**config.mk**
```make
export PLATFORM = sky130hd
export DESIGN_NAME = tick_ctrl_flat
export DESIGN_NICKNAME = d
export VERILOG_FILES = /design/src/rtl/tick_pkg.sv /design/src/rtl/tick_ctrl_if.sv /design/src/rtl/period_counter.sv /design/src/rtl/tick_ctrl.sv /design/src/flat_wrapper.sv
export SDC_FILE = /design/constraint.sdc
export NUM_CORES = 1
export LEC_CHECK = 0
export BUFFER_PORTS_ARGS = -buffer_cell sky130_fd_sc_hd__buf_2
export CORE_ASPECT_RATIO = 1.75
export CORE_UTILIZATION = 50
export DETAILED_ROUTE_END_ITERATION = 16
export GPL_TIMING_DRIVEN = 0
export PLACE_DENSITY_LB_ADDON = 0.05
export SLEW_MARGIN = 20
export SYNTH_ARGS = -nofsm -noshare
export SYNTH_HDL_FRONTEND = slang
export SYNTH_SLANG_ARGS = --single-unit
```
**constraint.sdc**
```tcl
create_clock -name clk -period 5.7 [get_ports clk]
set_clock_uncertainty 0.2 [all_clocks]
set_input_delay 0.855 -clock clk [delete_from_list [all_inputs] [get_ports clk]]
set_output_delay 0.855 -clock clk [all_outputs]
set_load 0.1 [all_outputs]
```
**src/rtl/tick_pkg.sv**
```systemverilog
// rtl/tick_pkg.sv - shared encodings, defaults and divisor clamp for the tick controller
package tick_pkg;

    localparam int          CNT_W_DEF       = 32;
    localparam int unsigned DIV_DEFAULT_DEF = 32'd15000000;
    localparam int          CLAMP_W         = 64;

    typedef enum logic [1:0] {
        IDLE = 2'd0,
        RUN  = 2'd1,
        STEP = 2'd2
    } tick_state_e;

    // A zero divisor would never reach a period end, so it is promoted to 1.
    function automatic logic [CLAMP_W-1:0] clamp_min1(input logic [CLAMP_W-1:0] x);
        return (x == '0) ? CLAMP_W'(1) : x;
    endfunction

endpackage

```
**src/rtl/tick_ctrl_if.sv**
```systemverilog
// rtl/tick_ctrl_if.sv - control and status bundle between the time base and its user
interface tick_ctrl_if
    import tick_pkg::*;
#(
    parameter int CNT_W = CNT_W_DEF
);
    logic             run;
    logic             step;
    logic             div_load;
    logic [CNT_W-1:0] div_in;
    logic             tick;
    logic             clk_div;
    logic [1:0]       state;
    logic [CNT_W-1:0] div_active;

    modport master (
        output run, step, div_load, div_in,
        input  tick, clk_div, state, div_active
    );

    modport slave (
        input  run, step, div_load, div_in,
        output tick, clk_div, state, div_active
    );
endinterface

```
**src/rtl/period_counter.sv**
```systemverilog
// rtl/period_counter.sv - clearable up-counter that wraps to 0 after limit-1
module period_counter
    import tick_pkg::*;
#(
    parameter int CNT_W = CNT_W_DEF
) (
    input  logic             clk,
    input  logic             rst,
    input  logic             clear,
    input  logic             enable,
    input  logic [CNT_W-1:0] limit,
    output logic [CNT_W-1:0] count,
    output logic             wrap
);

    assign wrap = (count == limit - CNT_W'(1));

    always_ff @(posedge clk) begin
        if (!rst) begin
            count <= '0;
        end else if (clear) begin
            count <= '0;
        end else if (enable) begin
            count <= wrap ? '0 : count + CNT_W'(1);
        end
    end

endmodule

```
**src/rtl/tick_ctrl.sv**
```systemverilog
// rtl/tick_ctrl.sv - run/pause/single-step tick generator with glitch-free period updates
module tick_ctrl
    import tick_pkg::*;
#(
    parameter int          CNT_W       = CNT_W_DEF,
    parameter int unsigned DIV_DEFAULT = DIV_DEFAULT_DEF
) (
    input  logic        clk,
    input  logic        rst,
    tick_ctrl_if.slave  bus
);

    tick_state_e      state_q;
    tick_state_e      state_d;
    logic [CNT_W-1:0] div_active_q;
    logic [CNT_W-1:0] div_pending_q;
    logic             pend_valid_q;
    logic             tick_q;
    logic             clk_div_q;

    logic             clear;
    logic             boundary;
    logic             apply;
    logic             wrap;
    logic [CNT_W-1:0] cnt_unused;
    logic [CNT_W-1:0] div_in_clamped;

    assign div_in_clamped = CNT_W'(clamp_min1(CLAMP_W'(bus.div_in)));

    period_counter #(.CNT_W(CNT_W)) u_period_counter (
        .clk    (clk),
        .rst    (rst),
        .clear  (clear),
        .enable (state_q != IDLE),
        .limit  (div_active_q),
        .count  (cnt_unused),
        .wrap   (wrap)
    );

    always_comb begin
        state_d  = state_q;
        clear    = 1'b0;
        boundary = 1'b0;
        case (state_q)
            IDLE: begin
                clear = 1'b1;
                if (bus.run) begin
                    state_d = RUN;
                end else if (bus.step) begin
                    state_d = STEP;
                end
            end
            RUN: begin
                // Dropping run wins over a coincident period end: no tick.
                if (!bus.run) begin
                    state_d = IDLE;
                    clear   = 1'b1;
                end else if (wrap) begin
                    boundary = 1'b1;
                end
            end
            STEP: begin
                if (bus.run) begin
                    state_d = RUN;
                end
                if (wrap) begin
                    boundary = 1'b1;
                    if (!bus.run) begin
                        state_d = IDLE;
                    end
                end
            end
            default: begin
                state_d = IDLE;
                clear   = 1'b1;
            end
        endcase
    end

    // A pending divisor lands only when no period is in flight or one just ended.
    assign apply = pend_valid_q && ((state_q == IDLE) || boundary);

    always_ff @(posedge clk) begin
        if (!rst) begin
            state_q       <= IDLE;
            tick_q        <= 1'b0;
            clk_div_q     <= 1'b0;
            div_active_q  <= CNT_W'(DIV_DEFAULT);
            div_pending_q <= '0;
            pend_valid_q  <= 1'b0;
        end else begin
            state_q <= state_d;
            tick_q  <= boundary;
            if (boundary) begin
                clk_div_q <= ~clk_div_q;
            end
            if (apply) begin
                div_active_q <= div_pending_q;
            end
            if (bus.div_load) begin
                div_pending_q <= div_in_clamped;
                pend_valid_q  <= 1'b1;
            end else if (apply) begin
                pend_valid_q <= 1'b0;
            end
        end
    end

    assign bus.tick       = tick_q;
    assign bus.clk_div    = clk_div_q;
    assign bus.state      = state_q;
    assign bus.div_active = div_active_q;

endmodule

```
**src/flat_wrapper.sv**
```systemverilog
// flat-port wrapper written by rule: the top's interface ports become plain ports
module tick_ctrl_flat import tick_pkg::*;
#(
    parameter int          CNT_W       = CNT_W_DEF,
    parameter int unsigned DIV_DEFAULT = DIV_DEFAULT_DEF
)
  (clk, rst, bus_run, bus_step, bus_div_load, bus_div_in, bus_tick, bus_clk_div, bus_state, bus_div_active);
  tick_ctrl_if #(.CNT_W(CNT_W)) bus_i ();
  input  logic clk;
  input  logic rst;
  input wire logic [$bits(bus_i.run)-1:0] bus_run;
  input wire logic [$bits(bus_i.step)-1:0] bus_step;
  input wire logic [$bits(bus_i.div_load)-1:0] bus_div_load;
  input wire logic [$bits(bus_i.div_in)-1:0] bus_div_in;
  output wire logic [$bits(bus_i.tick)-1:0] bus_tick;
  output wire logic [$bits(bus_i.clk_div)-1:0] bus_clk_div;
  output wire logic [$bits(bus_i.state)-1:0] bus_state;
  output wire logic [$bits(bus_i.div_active)-1:0] bus_div_active;
  assign bus_i.run = bus_run;
  assign bus_i.step = bus_step;
  assign bus_i.div_load = bus_div_load;
  assign bus_i.div_in = bus_div_in;
  assign bus_tick = bus_i.tick;
  assign bus_clk_div = bus_i.clk_div;
  assign bus_state = bus_i.state;
  assign bus_div_active = bus_i.div_active;
  tick_ctrl #(.CNT_W(CNT_W), .DIV_DEFAULT(DIV_DEFAULT)) u_core (.clk(clk), .rst(rst), .bus(bus_i));
endmodule
```
### Word-level counts from Yosys, hierarchy flattened

Cells that the tools add are included.

| storage, ports and cells | value |
|---|---|
| word-level logic and storage cells | 40 |
| memories kept | 0 |
| bits in registers | 101 |
| memory bits (read-only) | 0 |
| bits in latches | 0 |
| input bits | 37 |
| bits in writable memories | 0 |
| output and inout bits | 36 |

| cells by class | value |
|---|---|
| divide/modulo/power cells | 0 |
| bitwise logic cells | 2 |
| shift operators | 0 |
| $add $sub $neg | 2 |
| multiplexer cells | 16 |
| multipliers | 0 |
| equal/unequal tests | 5 |
| reductions and logical operators | 8 |
| $lt $le $gt $ge | 0 |

Operator list:

| cell | number |
|---|---|
| 2-to-1 mux 32 bit | 2 |
| adder 32 x 1 -> 32 bit, second input constant | 1 |
| == test 32 bit | 1 |
| logical NOT 32 bit | 1 |
| subtractor 32 x 1 -> 32 bit, second input constant | 1 |
| 2-to-1 mux 2 bit | 6 |
| case mux 2 bit (3 select lines) | 1 |
| 2-to-1 mux 1 bit | 5 |
| case mux 1 bit (2 select lines) | 2 |
| nonzero test 2 bit | 2 |
| inequality test 3 bit, second input constant | 1 |
| == test 2 x 1 -> 1 bit, second input constant | 1 |
| == test 2 bit, second input constant | 1 |
| logical NOT 2 bit | 1 |
| inequality test 2 bit, second input constant | 1 |
| NOT 1 bit | 2 |
| AND reduction 2 bit | 1 |
| OR reduction 2 bit | 1 |
| logical AND 1 bit | 1 |
| logical OR 1 bit | 1 |

### Depth between registers and ports, before layout

| depth | value |
|---|---|
| depth after elaboration | 9 |
| depth in mapped cells | 13 |
| depth with buffers taken out | 10 |

### Hierarchy

From an unflattened synthesis, not the netlist that was laid out.

| unflattened totals | value |
|---|---|
| cell total of the unflattened synthesis | 643 |
| area, all modules | 5,774.3 um2 |

Modules (own cells, without submodules):

| module | area an instance (um2) | times used | sequential area each (um2) | cells each |
|---|---|---|---|---|
| period_counter | 2,897.8 | 1 | 640.6 | 354 |
| tick_ctrl | 2,876.5 | 1 | 1,381.3 | 289 |

### Worst setup path after synthesis

No wires, ideal clock.

| timing path | value |
|---|---|
| kind | reg2reg |
| start | reg u_core.div_active_q[0] (netlist: u_core.bus.div_active[0]) |
| end | reg u_core.div_active_q[13] (netlist: u_core.bus.div_active[13]) |
| data required time | 5.384 ns |
| path slack | 2.100 ns |
| library setup time | 0.116 ns |
| clock period less this slack | 3.600 ns |
| stages on the path, launching flop included | 13 |
| path buffers | 3 |
| arrival | 3.284 ns |
| cell sequence | dfxtp_1 > inv_1 > ha_1 > or3b_2 > clkbuf_1 > or3_1 > a21oi_1 > a2111oi_1 > and4bb_4 > nand4b_2 > buf_6 > buf_6 > o211a_1 |

| on the way | value |
|---|---|
| longest elaborated chain between the ends | 7 |

Ends and longest elaborated chain:

| element | line | source |
|---|---|---|
| from (decl) | tick_ctrl.sv:15 | `logic [CNT_W-1:0] div_active_q;` |
| from (signal assigned) | tick_ctrl.sv:88 | `div_active_q <= CNT_W'(DIV_DEFAULT);` |
| from (signal assigned) | tick_ctrl.sv:98 | `div_active_q <= div_pending_q;` |
| subtractor 32 x 1 -> 32 bit * | period_counter.sv:16 | `assign wrap = (count == limit - CNT_W'(1));` |
| == test 32 bit * | period_counter.sv:16 |  |
| 2-to-1 mux 1 bit * | tick_ctrl.sv:58, tick_ctrl.sv:66 |  |
| 2-to-1 mux 1 bit | tick_ctrl.sv:55 | `if (!bus.run) begin` |
| case mux 1 bit (2 select lines) * | tick_ctrl.sv:44 | `case (state_q)` |
| logical OR 1 bit * | tick_ctrl.sv:81 | `assign apply = pend_valid_q && ((state_q == IDLE) \|\| boundary);` |
| logical AND 1 bit * | tick_ctrl.sv:81 |  |

Mark *: on every way between the ends. The rest lies on a longest branch, timed or not.
A chain may end at the register's enable or synchronous reset.

### Worst setup path after layout

| timing path | value |
|---|---|
| start | reg u_core.div_active_q[0] (netlist: u_core.bus.div_active[0]) |
| end | reg u_core.u_period_counter.count[6] |

| on the way | value |
|---|---|
| longest elaborated chain between the ends | 3 |

Ends and longest elaborated chain:

| element | line | source |
|---|---|---|
| subtractor 32 x 1 -> 32 bit | period_counter.sv:16 |  |
| == test 32 bit | period_counter.sv:16 |  |
| 2-to-1 mux 32 bit | period_counter.sv:24 | `count <= wrap ? '0 : count + CNT_W'(1);` |
| to (signal assigned) | period_counter.sv:24 |  |
| to (decl) | period_counter.sv:12 | `output logic [CNT_W-1:0] count,` |

Every way passes these cells.

==> run summary <==
- 31820 um — wire length of the first global-routing pass
- reg -> reg — worst min path class
- 2.730 nW — leakage power total
- 20030 um — Detailed Route WL
- dfxtp_1 — main flop type after synthesis
- 0.35 ns — clock network latency to the later pin of the worst-skew pair
- simple AND/OR/NAND/NOR gates — main combinational cell family by area after synthesis
- 13.48% — compound-gate portion of the synthesized area
- 8.342 um2 — mean instance size in the synthesized netlist
- 0 — initial antenna violation count
- 33.6% — clock share of power
- 54 — number of core rows
- u_core.u_period_counter.count[6]$_SDFFE_PP0N_ — reg2reg end
- 0 ns — Setup TNS
- 4.199 ns — clock period minus worst slack
- 14.59% — fraction of final layout cells with drive strength greater than 1
- 15760 um — post-DP HPWL
- 342 — Detailed Route Iter0 Violations
- 0 — antenna violation net count after detailed routing
- 13320 um2 — DIE AREA
- 812 — post-synth net total
- 0 — Warnings, synthesis
- 238.1 MHz — highest achievable clock rate
- 0.0001889 V — maximum vdd ir drop
- 0 — Antenna Diode Count
- 5.75 ns — Critical Path RT
- 0 — post-cts repair resize count
- 151.9 um — vertical extent of the die
- met4 — highest metal layer with signal wires
- 23.5% — fraction of power consumed by combinational cells
- 0 — overflow left after global routing
- 12500 um2 — core box area
- flip-flop — type of element capturing the critical path
- 1.003 ns — slew at the pin closest to its max-slew limit
- 2022 um2 — sequential cell area in the final layout
- 0 — CTS Hold Buffers Added
- 66 — synth unique cells
- 6162 — Via Count
- u_core.bus.state[0]$_SDFFE_PN0P_ — Endpoint, Worst Hold
- 3 — # H-tree levels
- 71 — Port Buffers
- 2 — maximum clock path buffer count
- 10420 um — sum of met2 wire segment lengths after detailed routing
- 101 — clk sinks
- u_core.bus.state[0]$_SDFFE_PN0P_ — start point of the worst hold path
- 31.48% — top-area cell type share of the netlist area
- 0 — final hold violation count
- 0.9739% — Post-Synth Adder-Cell Area
- 894 — net count of the finished layout
- 101 — number of flip-flops and latches in the synthesized netlist
- 51.39% — initial standard-cell utilization of the core
- 0 — Final setup viols
- 794 um — wire length on met3
- 1 — number of cells on the worst hold path
- 11 — depth of the worst register-to-register path
- 0 — number of max-slew violations in the final report
- clkbuf_16 — Clock Root Buffer
- 10 — critical path peak fanout
- 770 — Syn Inst Count
- 19.54 um — DR WL/cell
- 5.298% — multiplexer area fraction after synthesis
- dfxtp_1, mux2i_1, xnor2_1 — biggest area contributors in the synthesized netlist
- 1.807 mW — final total power
- 0 — post-CTS setup repair buffer count
- 73.67% — final cycle utilization of the critical path
- 248.4 nW/um2 — Pwr per Cell Area
- dfxtp_1 — area leader, netlist
- 1.50 ns — reg2reg setup slack
- 6047 — via count of the first global-routing pass
- 31.14% — gr usage total
- flip-flop — crit start category
- 33.83% — simple-gate portion of the synthesized area
- 73 — top-level port count
- 6424 um2 — cell area after synthesis
- false — RSZ-0062 raised after global routing
- 42.9% — part of the total power dissipated in sequential elements
- 0% — proportion of synthesized flip-flops having asynchronous set or reset
- 13.23% — Syn-to-layout area delta
- 87.68 um — die boundary width
- 0 — number of enable-type register cells in the synthesized netlist
- 31.48% — sequential share of the synthesized area
- 0 — reported max-cap violation count
- 7651 um — met1 wire length
- built — CTS tree
- 0.08 ns — post-CTS clock slew at the launch and capture registers of the worst setup and hold paths
- completed — run status
- 1.163 mW — internal power of the cells
- 0.6444 mW — net switching power
- 4020 um2 — combined area of the multi-input logic cells
- reg -> reg — class of the most critical setup path
- 4.25 ns — Crit path arrival time
- 1227 — count of filler cells inserted in the layout
- 19 — largest net degree at the start of global routing
- 9 — clock buffer count from CTS
- u_core.bus.div_active[0]$_SDFFE_PN0P_ — launch point of the worst reg-to-reg path
- 32.50% — slew margin rel.
- 0 — post-route DRC violation count
- 0.9369 — placer's final routability congestion estimate
- 5 — total iterations of the first detailed-routing run
- 35.66% — Sw Share
- 6.012 — Via density
- 8.999% — share of the synthesized netlist area taken by xor and xnor gates
## synthesized netlist by cell type (4+ instances only)
cell type  instances
ha_1               5
a31oi_1           23
buf_6              9
inv_1             13
xor2_1            30
nor2b_1           37
a41oi_1            4
o211ai_2          10
nor4_1            22
nand3b_1          14
or3_1             13
xnor2_1           36
nor3b_1            8
o211ai_1          14
nand3_1           47
a21oi_1           20
or4_1              6
nand2_1           33
nor2_1            76
and3_1            12
nor3_1            13
clkbuf_1          46
and3b_1           24
nand4_1           35
buf_1              6
dfxtp_1          101
mux2i_1           34
o211a_1           11
o21ai_0           10
## placed cells by master, fill, tap and decap left out, types with 4 or more instances in the layout
cell,Yosys,routed
nand3b_1,14,14
dfxtp_1,101,101
clkbuf_1,46,47
a31oi_1,23,23
buf_2,2,73
nor2_1,76,76
and3b_1,24,24
nand2_1,33,33
nor3_1,13,13
xor2_1,30,30
a41oi_1,4,4
nor4_1,22,22
ha_1,5,5
buf_6,9,9
or3_1,13,13
a21oi_1,20,20
nor2b_1,37,37
inv_1,13,13
or4_1,6,6
nand3_1,47,47
clkbuf_16,0,9
nor3b_1,8,8
nand4_1,35,35
o211a_1,11,11
buf_1,6,6
mux2i_1,34,34
xnor2_1,36,36
o211ai_1,14,14
o21ai_0,10,10
and3_1,12,12
o211ai_2,10,10
## metrics by stage
step	utilization, %	area (um2)	hold slack, ns	worst slack (ns)	cells
floorplan	-	6424	0.2753	2.100	770
global placement	55.92	6989	0.2853	1.554	1009
detailed placement	55.92	6989	0.2962	1.530	1009
CTS	58.19	7273	0.3168	1.530	1025
global route	58.19	7273	0.3549	1.307	1025
finish	58.19	7273	0.3228	1.501	1025
## final cells by class
type | count | area share [%]
Clock inverter | 6 | 0.7569
Tap cell | 168 | 2.890
Buffer | 66 | 4.524
Timing Repair Buffer | 71 | 4.886
Sequential cell | 101 | 27.80
Inverter | 14 | 0.7225
Clock buffer | 10 | 3.148
Multi-Input combinational cell | 589 | 55.27
## worst max-delay path: stages, from the launching register on
cell	delay, ns
dfxtp_1	0.39
inv_1	0.12
ha_1	0.22
nor3b_1	0.75
nand4_1	0.38
nor4_1	0.38
mux2i_1	0.43
and4b_1	0.39
nand4bb_4	0.22
o21bai_2	0.29
buf_4	0.24
nor2_1	0.07
## how the worst max path moves through the flow
stage / startpoint / endpoint / slack (ns)
4_1_cts: u_core.bus.div_active[0]$_SDFFE_PN0P_ / u_core.u_period_counter.count[6]$_SDFFE_PP0N_ / 1.53
2_1_floorplan: u_core.bus.div_active[0]$_SDFFE_PN0P_ / u_core.bus.div_active[13]$_SDFFE_PN1P_ / 2.10
3_5_place_dp: u_core.bus.div_active[0]$_SDFFE_PN0P_ / u_core.u_period_counter.count[4]$_SDFFE_PP0N_ / 1.53
3_3_place_gp: u_core.bus.div_active[0]$_SDFFE_PN0P_ / u_core.u_period_counter.count[3]$_SDFFE_PP0N_ / 1.55
6_report: u_core.bus.div_active[0]$_SDFFE_PN0P_ / u_core.u_period_counter.count[6]$_SDFFE_PP0N_ / 1.50
5_1_grt: u_core.bus.div_active[0]$_SDFFE_PN0P_ / u_core.u_period_counter.count[12]$_SDFFE_PP0N_ / 1.31
## per-layer routing
metal	global-route usage, %	vias to the layer above
met2	54.95	197
li1	-	2975
met1	34.84	2930
met5	0	-
met4	17.41	0
met3	4.291	60
## flip-flops by register name, indices dropped and copies added, names as in the netlist
| register | cells |
|---|---|
| u_core.bus.state | 2 |
| u_core.div_pending_q | 32 |
| u_core.bus.tick | 1 |
| u_core.bus.clk_div | 1 |
| u_core.pend_valid_q | 1 |
| u_core.u_period_counter.count | 32 |
| u_core.bus.div_active | 32 |
## power groups by stage
stage               Sequential, mW  Combinational [mW]  Clock [mW]
floorplan                    0.895               0.204           0
global placement             0.789               0.414           0
detailed placement           0.791               0.421           0
CTS                          0.774               0.422       0.616
global route                 0.779               0.451       0.646
finish                       0.776               0.425       0.607
## cells by family (layout without fill, tap and decap cells)
family,after synthesis,after routing
XOR/XNOR,66,66
adder cells (fa/ha/maj),5,5
AO/OA/AOI/OAI,116,116
buffers and inverters,80,167
multiplexers,34,34
AND/OR/NAND/NOR,368,368
flip-flops,101,101
Power figures use the tool's default switching activity.
